<file path="src/rtl/mdl_alignp_receive.sv">
// Serial ALIGNp receiver model: deserialises a differential bit stream, hunts for
// the ALIGNp word, tracks word lock and counts boundary errors once locked.
module mdl_alignp_receive #(
    parameter int LOCK_COUNT   = 4,
    parameter int UNLOCK_COUNT = 2
) (
    input  logic        clk,
    input  logic        reset,
    input  logic        rx_p,
    input  logic        rx_n,
    input  logic [39:0] align_p,
    output logic [39:0] rx_word,
    output logic        align_det,
    output logic        word_valid,
    output logic        locked,
    output logic [15:0] err_count
);

    typedef enum logic [1:0] {IDLE, HUNT, SYNC, LOCKED} state_t;

    localparam logic [3:0] LOCK_C   = 4'(LOCK_COUNT);
    localparam logic [3:0] UNLOCK_C = 4'(UNLOCK_COUNT);

    state_t      state_q, state_d;
    logic [39:0] word_q, word_d;
    logic [5:0]  bit_cnt_q, bit_cnt_d;
    logic [3:0]  match_q, match_d;
    logic [3:0]  miss_q, miss_d;
    logic [15:0] err_q, err_d;
    logic        locked_q, locked_d;
    logic        align_det_q, align_det_d;
    logic        word_valid_q, word_valid_d;

    logic        bit_ok;
    logic [39:0] shift_w;
    logic        hit;
    logic        bnd;

    // Equal legs or X/Z on either leg evaluate as not-valid and fall to the idle path.
    assign bit_ok  = rx_p ^ rx_n;
    assign shift_w = {word_q[38:0], rx_p};
    assign hit     = (shift_w == align_p);
    assign bnd     = (bit_cnt_q == 6'd39);

    always_comb begin
        state_d      = state_q;
        word_d       = word_q;
        bit_cnt_d    = bit_cnt_q;
        match_d      = match_q;
        miss_d       = miss_q;
        err_d        = err_q;
        locked_d     = locked_q;
        align_det_d  = 1'b0;
        word_valid_d = 1'b0;
        if (bit_ok) begin
            word_d = shift_w;
            unique case (state_q)
                IDLE, HUNT: begin
                    state_d = HUNT;
                    if (hit) begin
                        align_det_d = 1'b1;
                        bit_cnt_d   = 6'd0;
                        match_d     = 4'd1;
                        if (LOCK_C == 4'd1) begin
                            state_d  = LOCKED;
                            locked_d = 1'b1;
                            miss_d   = 4'd0;
                        end else begin
                            state_d = SYNC;
                        end
                    end
                end
                SYNC: begin
                    bit_cnt_d = bnd ? 6'd0 : bit_cnt_q + 6'd1;
                    if (bnd) begin
                        word_valid_d = 1'b1;
                        if (hit) begin
                            align_det_d = 1'b1;
                            match_d     = match_q + 4'd1;
                            if (match_q + 4'd1 >= LOCK_C) begin
                                state_d  = LOCKED;
                                locked_d = 1'b1;
                                miss_d   = 4'd0;
                            end
                        end else begin
                            state_d = HUNT;
                            match_d = 4'd0;
                        end
                    end
                end
                LOCKED: begin
                    bit_cnt_d = bnd ? 6'd0 : bit_cnt_q + 6'd1;
                    if (bnd) begin
                        word_valid_d = 1'b1;
                        if (hit) begin
                            align_det_d = 1'b1;
                            miss_d      = 4'd0;
                        end else begin
                            if (err_q != 16'hFFFF) err_d = err_q + 16'd1;
                            miss_d = miss_q + 4'd1;
                            if (miss_q + 4'd1 >= UNLOCK_C) begin
                                state_d  = HUNT;
                                locked_d = 1'b0;
                                match_d  = 4'd0;
                                miss_d   = 4'd0;
                            end
                        end
                    end
                end
                default: state_d = IDLE;
            endcase
        end else begin
            // Idle bit: drop everything except the captured word and the error history.
            state_d   = IDLE;
            locked_d  = 1'b0;
            bit_cnt_d = 6'd0;
            match_d   = 4'd0;
            miss_d    = 4'd0;
        end
    end

    always_ff @(posedge clk or posedge reset) begin
        if (reset) begin
            state_q      <= IDLE;
            word_q       <= 40'd0;
            bit_cnt_q    <= 6'd0;
            match_q      <= 4'd0;
            miss_q       <= 4'd0;
            err_q        <= 16'd0;
            locked_q     <= 1'b0;
            align_det_q  <= 1'b0;
            word_valid_q <= 1'b0;
        end else begin
            state_q      <= state_d;
            word_q       <= word_d;
            bit_cnt_q    <= bit_cnt_d;
            match_q      <= match_d;
            miss_q       <= miss_d;
            err_q        <= err_d;
            locked_q     <= locked_d;
            align_det_q  <= align_det_d;
            word_valid_q <= word_valid_d;
        end
    end

    assign rx_word    = word_q;
    assign align_det  = align_det_q;
    assign word_valid = word_valid_q;
    assign locked     = locked_q;
    assign err_count  = err_q;

endmodule

</file>
<file path="config.mk">
export PLATFORM = sky130hd
export DESIGN_NAME = mdl_alignp_receive
export DESIGN_NICKNAME = d
export VERILOG_FILES = /design/src/rtl/mdl_alignp_receive.sv
export SDC_FILE = /design/constraint.sdc
export NUM_CORES = 1
export LEC_CHECK = 0
export BUFFER_PORTS_ARGS = -buffer_cell sky130_fd_sc_hd__buf_2
export CORE_MARGIN = 3
export CORE_UTILIZATION = 51
export DETAILED_ROUTE_END_ITERATION = 6
export PLACE_DENSITY = 0.81
export RECOVER_POWER = 25
export SLEW_MARGIN = 0
export SYNTH_ARGS = -nofsm -noshare
export SYNTH_HDL_FRONTEND = slang
export SYNTH_SLANG_ARGS = --single-unit
</file>
<file path="constraint.sdc">
create_clock -name clk -period 2.9 [get_ports clk]
set_clock_uncertainty 0.2 [all_clocks]
set_input_delay 0.58 -clock clk [delete_from_list [all_inputs] [get_ports clk]]
set_output_delay 0.58 -clock clk [all_outputs]
set_load 0.02 [all_outputs]
</file>
# After elaboration in Yosys (flattened, before gate mapping)
# Cells that the tools add are included.
totals:
  reg_bits: 75
  input_bits: 44
  out_inout_bits: 59
  wordCells: 84
op_classes:
  n_addsub: 4
  magnitude_cmp: 2
  n_eq_ne: 15
  muxes: 44
  n_bitwise: 2
  reduce_logical: 8
ops:
  columns: ["operator", "count"]
  rows:
  - ["$mux W4", 14]
  - ["$eq A40 B40 Y1", 1]
  - ["$ne A3 B3 Y1 const B", 7]
  - ["$reduce_and A5 Y1", 4]
  - ["$mux W6", 3]
  - ["$add A16 B1 Y16 const B", 1]
  - ["$mux W2", 8]
  - ["$ne A16 B16 Y1 const B", 1]
  - ["$mux W1", 13]
  - ["$pmux W4 S3", 1]
  - ["$pmux W6 S2", 1]
  - ["$add A4 B1 Y4 const B", 2]
  - ["$pmux W4 S2", 1]
  - ["$reduce_and A7 Y1", 1]
  - ["$add A6 B1 Y6 const B", 1]
  - ["$eq A6 B6 Y1 const B", 1]
  - ["$pmux W2 S3", 1]
  - ["$eq A2 B2 Y1 const B", 2]
  - ["$ge A4 B2 Y1 const B", 1]
  - ["$ge A4 B3 Y1 const B", 1]
  - ["$ne A4 B4 Y1 const B", 1]
  - ["$pmux W1 S2", 2]
  - ["$reduce_or A2 Y1", 2]
  - ["$ne A3 B1 Y1 const B", 1]
  - ["other kinds (4)", 4]

# Depth between registers and ports, before layout
depth:
  ltp_word: 7
  depth_mapped: 8
  depth_no_buf: 7

# Worst setup path after synthesis
# OpenSTA, ideal clock, no wires.
synth_timing:
  kind: "register to register"
  startpoint: "register err_q[0], in the netlist err_count[0]"
  endpoint: "register err_q[1], in the netlist err_count[1]"
  setup_ps: 125
  t_arrival_ps: 2228
  required_ps: 2575
  slack_ps: 347
  path_stages_with_launch: 8
  n_path_buf: 1
  period_less_slack_ps: 2553
  path_cell_list: "dfrtp_1 ha_1 and3_1 and4_1 a311o_1 clkbuf_1 nor3_1 mux2_2"
synth_via:
  elab_chain_len: 2
  word_cells_on_any_way: 3
  cone_classes: "1 x add/sub; 1 x eq/ne; 1 x reduce/logical"
synth_lines:
  columns: ["element", "line", "text"]
  rows:
  - ["start: declaration", "29", "logic [15:0] err_q, err_d;"]
  - ["start signal: assignment", "139", "err_q <= err_d;"]
  - ["parallel branches: the longest is 2 deep, another holds $add A16 B1 Y16", null, null]
# Several ways; the timed one is not identified.
# A chain may end at the register's enable or synchronous reset.

# Worst setup path in the final report
layout_timing:
  startpoint: "register word_q[33], in the netlist rx_word[33]"
  endpoint: "register locked_q, in the netlist locked"
layout_via:
  elab_chain_len: 3
  word_cells_on_any_way: 4
  cone_classes: "3 x eq/ne; 1 x reduce/logical"
layout_lines:
  columns: ["element", "line", "text"]
  rows:
  - ["start: declaration", "25", "logic [39:0] word_q, word_d;"]
  - ["start signal: assignment", "135", "word_q <= word_d;"]
  - ["$eq A40 B40 Y1 (*)", "42", "assign hit = (shift_w == align_p);"]
  - ["$ne A3 B3 Y1 (no source line)", null, null]
  - ["$reduce_and A7 Y1 (no source line) (*)", null, null]
  - ["end signal: assignment", "140", "locked_q <= locked_d;"]
  - ["end: declaration", "30", "logic locked_q, locked_d;"]
# Every way passes the cells marked *; elsewhere a longest branch is shown, timed or not.

==> run summary <==
The vertical extent of the die is between 90 and 100 um. The worst setup path is of the flop to flop kind. The largest net degree at the start of global routing came out at 55.

The die covers 8696 um2. In the synthesized netlist the dominant register cell turns out to be dfrtp_1. The initial detailed-routing violation count came out at 309. The synthesized area per cell is 9.310 um2. The row count came out at 31.

The via count of the first global-routing pass came out at ~3.4k. The effective utilization at floorplan came out at 0.5296. The cell area after placement is 4584 um2. The placeable core region came out at roughly 7300 um2.

The wire length per cell after detailed routing is 16.57 um. The portion of the clock cycle consumed by the worst path in the final layout is 0.9809. Once the clock tree was built, the setup fixing pass inserted 0 buffers.

The number of failing hold endpoints at the final stage is 0. The total inserted antenna cells is 0. The worst-case IR drop observed on VDD is between 0.3 and 0.4 mV. The number of H-tree levels came out at 3.

After synthesis the netlist holds a flip-flop and latch count of 75. The tightest min-delay check is of the primary input to async pin type. The transition at the pin with the smallest max-transition slack is between 1000 and 1500 ps. The number of max-cap violations came out at 0. The endpoint arrival time on the critical path came out at 2910 ps. Counting flops with a built-in enable in the synthesized netlist gives 0.

The first global-routing pass estimated 17.03 mm of wire. Counting tap cells, the placed design contains a total of 614 instances. After detailed routing, the number of remaining DRC violations is 0.

The TritonCTS clock tree is yes. In the final layout, the share of cells above drive strength 1 is 0.2580. During synthesis, Yosys emitted a total of 0 warnings.

In this run the deepest clock path goes through 2 buffers. The clock network latency to the later pin of the worst-skew pair came out at 340 ps. For this run, the register share of the synthesized area comes to 0.4834. The number of nets produced by synthesis is 466.

The overall via count from detail_route came out at 3571. Of all nets on the critical path, the largest fanout is 8. The total routed wirelength is 10.44 mm. The count of nets left with antenna violations after detail routing is 0. The total power after layout came out at 2.969 mW.

Dividing the detail-routed via count by the number of cells gives 5.668. The critical path required time is a little under 3000 ps. In the post-synthesis netlist, the biggest area contributors are dfrtp_1 (48%), nand2_1 (12%), xnor2_1 (10%). The overall overflow remaining after global route is 0. The count of placed standard cells in the final layout, fillers left out is 630. The final max-slew violation count is 0. The tightest slew margin relative to the limit is 0.01108. The count of cell types in the netlist is 49.

The sink count of the clock tree is 75. Setup repair after global routing left no endpoint under its margin. The dominant cell type by area after synthesis is dfrtp_1. The run finished with clean final reports.

Based on the critical path, the design can be clocked at up to 351.5 MHz. The leakage power came out at 2.436 nW. The clock root buffer master is clkbuf_8. The congestion estimate from routability-driven global placement came to between 1 and 1.5. The die width is 93.25 um.

roughly 100 I/O pins were placed. Measured on the finished design, the core utilization comes to 0.6503. The iteration count of the initial detailed-routing pass came out at 5. The synthesized instance count came out at roughly 420. The number of antenna violations at the first check in global routing came out at 0. The number of I/O port buffers is between 100 and 150. The worst setup path is captured at a flop. The post-route cell area is 4767 um2. The share of Yosys cell area claimed by the top area cell type is 0.4834.

The synthesis-to-finish area growth came out at 22.78%. The shortest clock period the worst path allows after layout came out at 2845 ps. The number of buffers inserted during clock tree synthesis is 9. The type of element launching the critical path is a flop. The post-cts repair resize count is 0. The final setup violation count came out at 0. The quantity of hold-fixing buffers added after cts came out at 0.

The post-layout net count is 575. The summed instance area of the synthesized netlist is 3882 um2. The async set-reset flop share out of synthesis is 1.000. For this design the ratio of total power to cell area is 622.8 nW/um2. The total routing resource utilization after global routing is 0.2503. The clock transition at the register clock pins on the worst setup and hold paths after CTS is 80 ps. Detailed placement ended at an HPWL of 7.755 mm.
## kinds of logic (layout without fill, tap and decap cells)
logic type / after synthesis / in the layout / share of synthesized area
buf+inv: 22 / 136 / 0.02159
compound gates: 33 / 33 / 0.06865
flops: 75 / 75 / 0.4834
fa+ha+maj: 6 / 6 / 0.01869
xor+xnor: 60 / 60 / 0.1373
mux: 1 / 1 / 0.002900
simple gates: 220 / 220 / 0.2675
## placed cells by master (no fill, tap or decap), drive strengths merged, types with 2 or more instances in the layout
| cell | synthesis | layout |
|---|---|---|
| or2 | 2 | 2 |
| a2111oi | 2 | 2 |
| and4 | 3 | 3 |
| ha | 5 | 5 |
| a31oi | 3 | 3 |
| clkbuf | 8 | 16 |
| nand2 | 127 | 127 |
| and3 | 8 | 8 |
| xnor2 | 47 | 47 |
| nor2 | 11 | 11 |
| o21ba | 2 | 2 |
| nand3 | 14 | 14 |
| o31ai | 2 | 2 |
| a21oi | 7 | 7 |
| and2 | 5 | 5 |
| dfrtp | 75 | 75 |
| nor3 | 4 | 4 |
| xor2 | 13 | 13 |
| o211ai | 2 | 2 |
| a21o | 3 | 3 |
| a22o | 3 | 3 |
| nor4 | 12 | 12 |
| inv | 7 | 7 |
| nand4 | 24 | 24 |
| buf | 7 | 111 |
| or3 | 2 | 2 |
## critical path: stages (launching register included)
cell	delay [ps]
dfrtp_1	420
xnor2_1	350
nand4_1	140
nor4_1	560
nand3_1	370
or4_1	580
a21oi_1	150
## final cells by class
type                    instances  area [um2]
clock buffers                  15       186.4
clock inverters                 1       5.005
fillers                       593        2564
inverters                       7       26.28
multi-input cells             320        1952
flip-flops and latches         75        1877
well taps                      99       123.9
repair buffers                113       596.8
## path summary, 6_finish.rpt
| check | start | to | slack (ps) | cells after the start |
|---|---|---|---|---|
| min | reset | err_count[14] | 140 | 2 |
| max reg2reg | rx_word[33] | locked | 60 | 6 |
| min reg2reg | rx_word[39] | rx_word[39] | 270 | 2 |
| min in group clk | rx_word[39] | rx_word[39] | 270 | 2 |
| max in group asynchronous | reset | rx_word[37] | 430 | 3 |
| max | rx_word[33] | locked | 60 | 6 |
## per-stage QoR
| step | hold slack [ps] | setup slack, ps | TNS [ps] |
|---|---|---|---|
| 3_5_place_dp | 257.7 | -35.06 | -57.04 |
| 5_1_grt | 175.1 | 4.842 | 0 |
| 3_3_place_gp | 246.7 | 104.4 | 0 |
| 6_report | 137.9 | 55.38 | 0 |
| 2_1_floorplan | 269.3 | 210.0 | 0 |
| 4_1_cts | 24.39 | 157.1 | 0 |
## sequential cells by signal (all words and copies together), names as in the netlist
signal / flops
locked: 1
err_count: 16
word_valid: 1
bit_cnt_q: 6
state_q: 2
miss_q: 4
match_q: 4
rx_word: 40
align_det: 1
## Yosys cell counts, drive strengths merged, types with 2 or more instances
cell / n
a22o: 3
nand3: 14
and3: 8
and4: 3
a2111oi: 2
buf: 7
nand4: 24
o211ai: 2
nor3: 4
dfrtp: 75
o31ai: 2
nor4: 12
a21oi: 7
clkbuf: 8
or3: 2
and2: 5
or2: 2
ha: 5
nand2: 127
a21o: 3
inv: 7
xnor2: 47
a31oi: 3
nor2: 11
xor2: 13
o21ba: 2
## where the power goes
part           leakage, nW  internal [mW]  switching (mW)
Sequential            1.01           1.19           0.187
Clock               0.0997          0.405           0.371
Combinational         1.33          0.294           0.527
## metal layers
layer	vias up	GRT usage	routed length, um
met5	-	0	0
met4	0	0.1001	231
met3	24	0.03298	666
met2	178	0.3931	5047
met1	1723	0.3520	4493
li1	1646	-	-
Power figures use the tool's default switching activity.
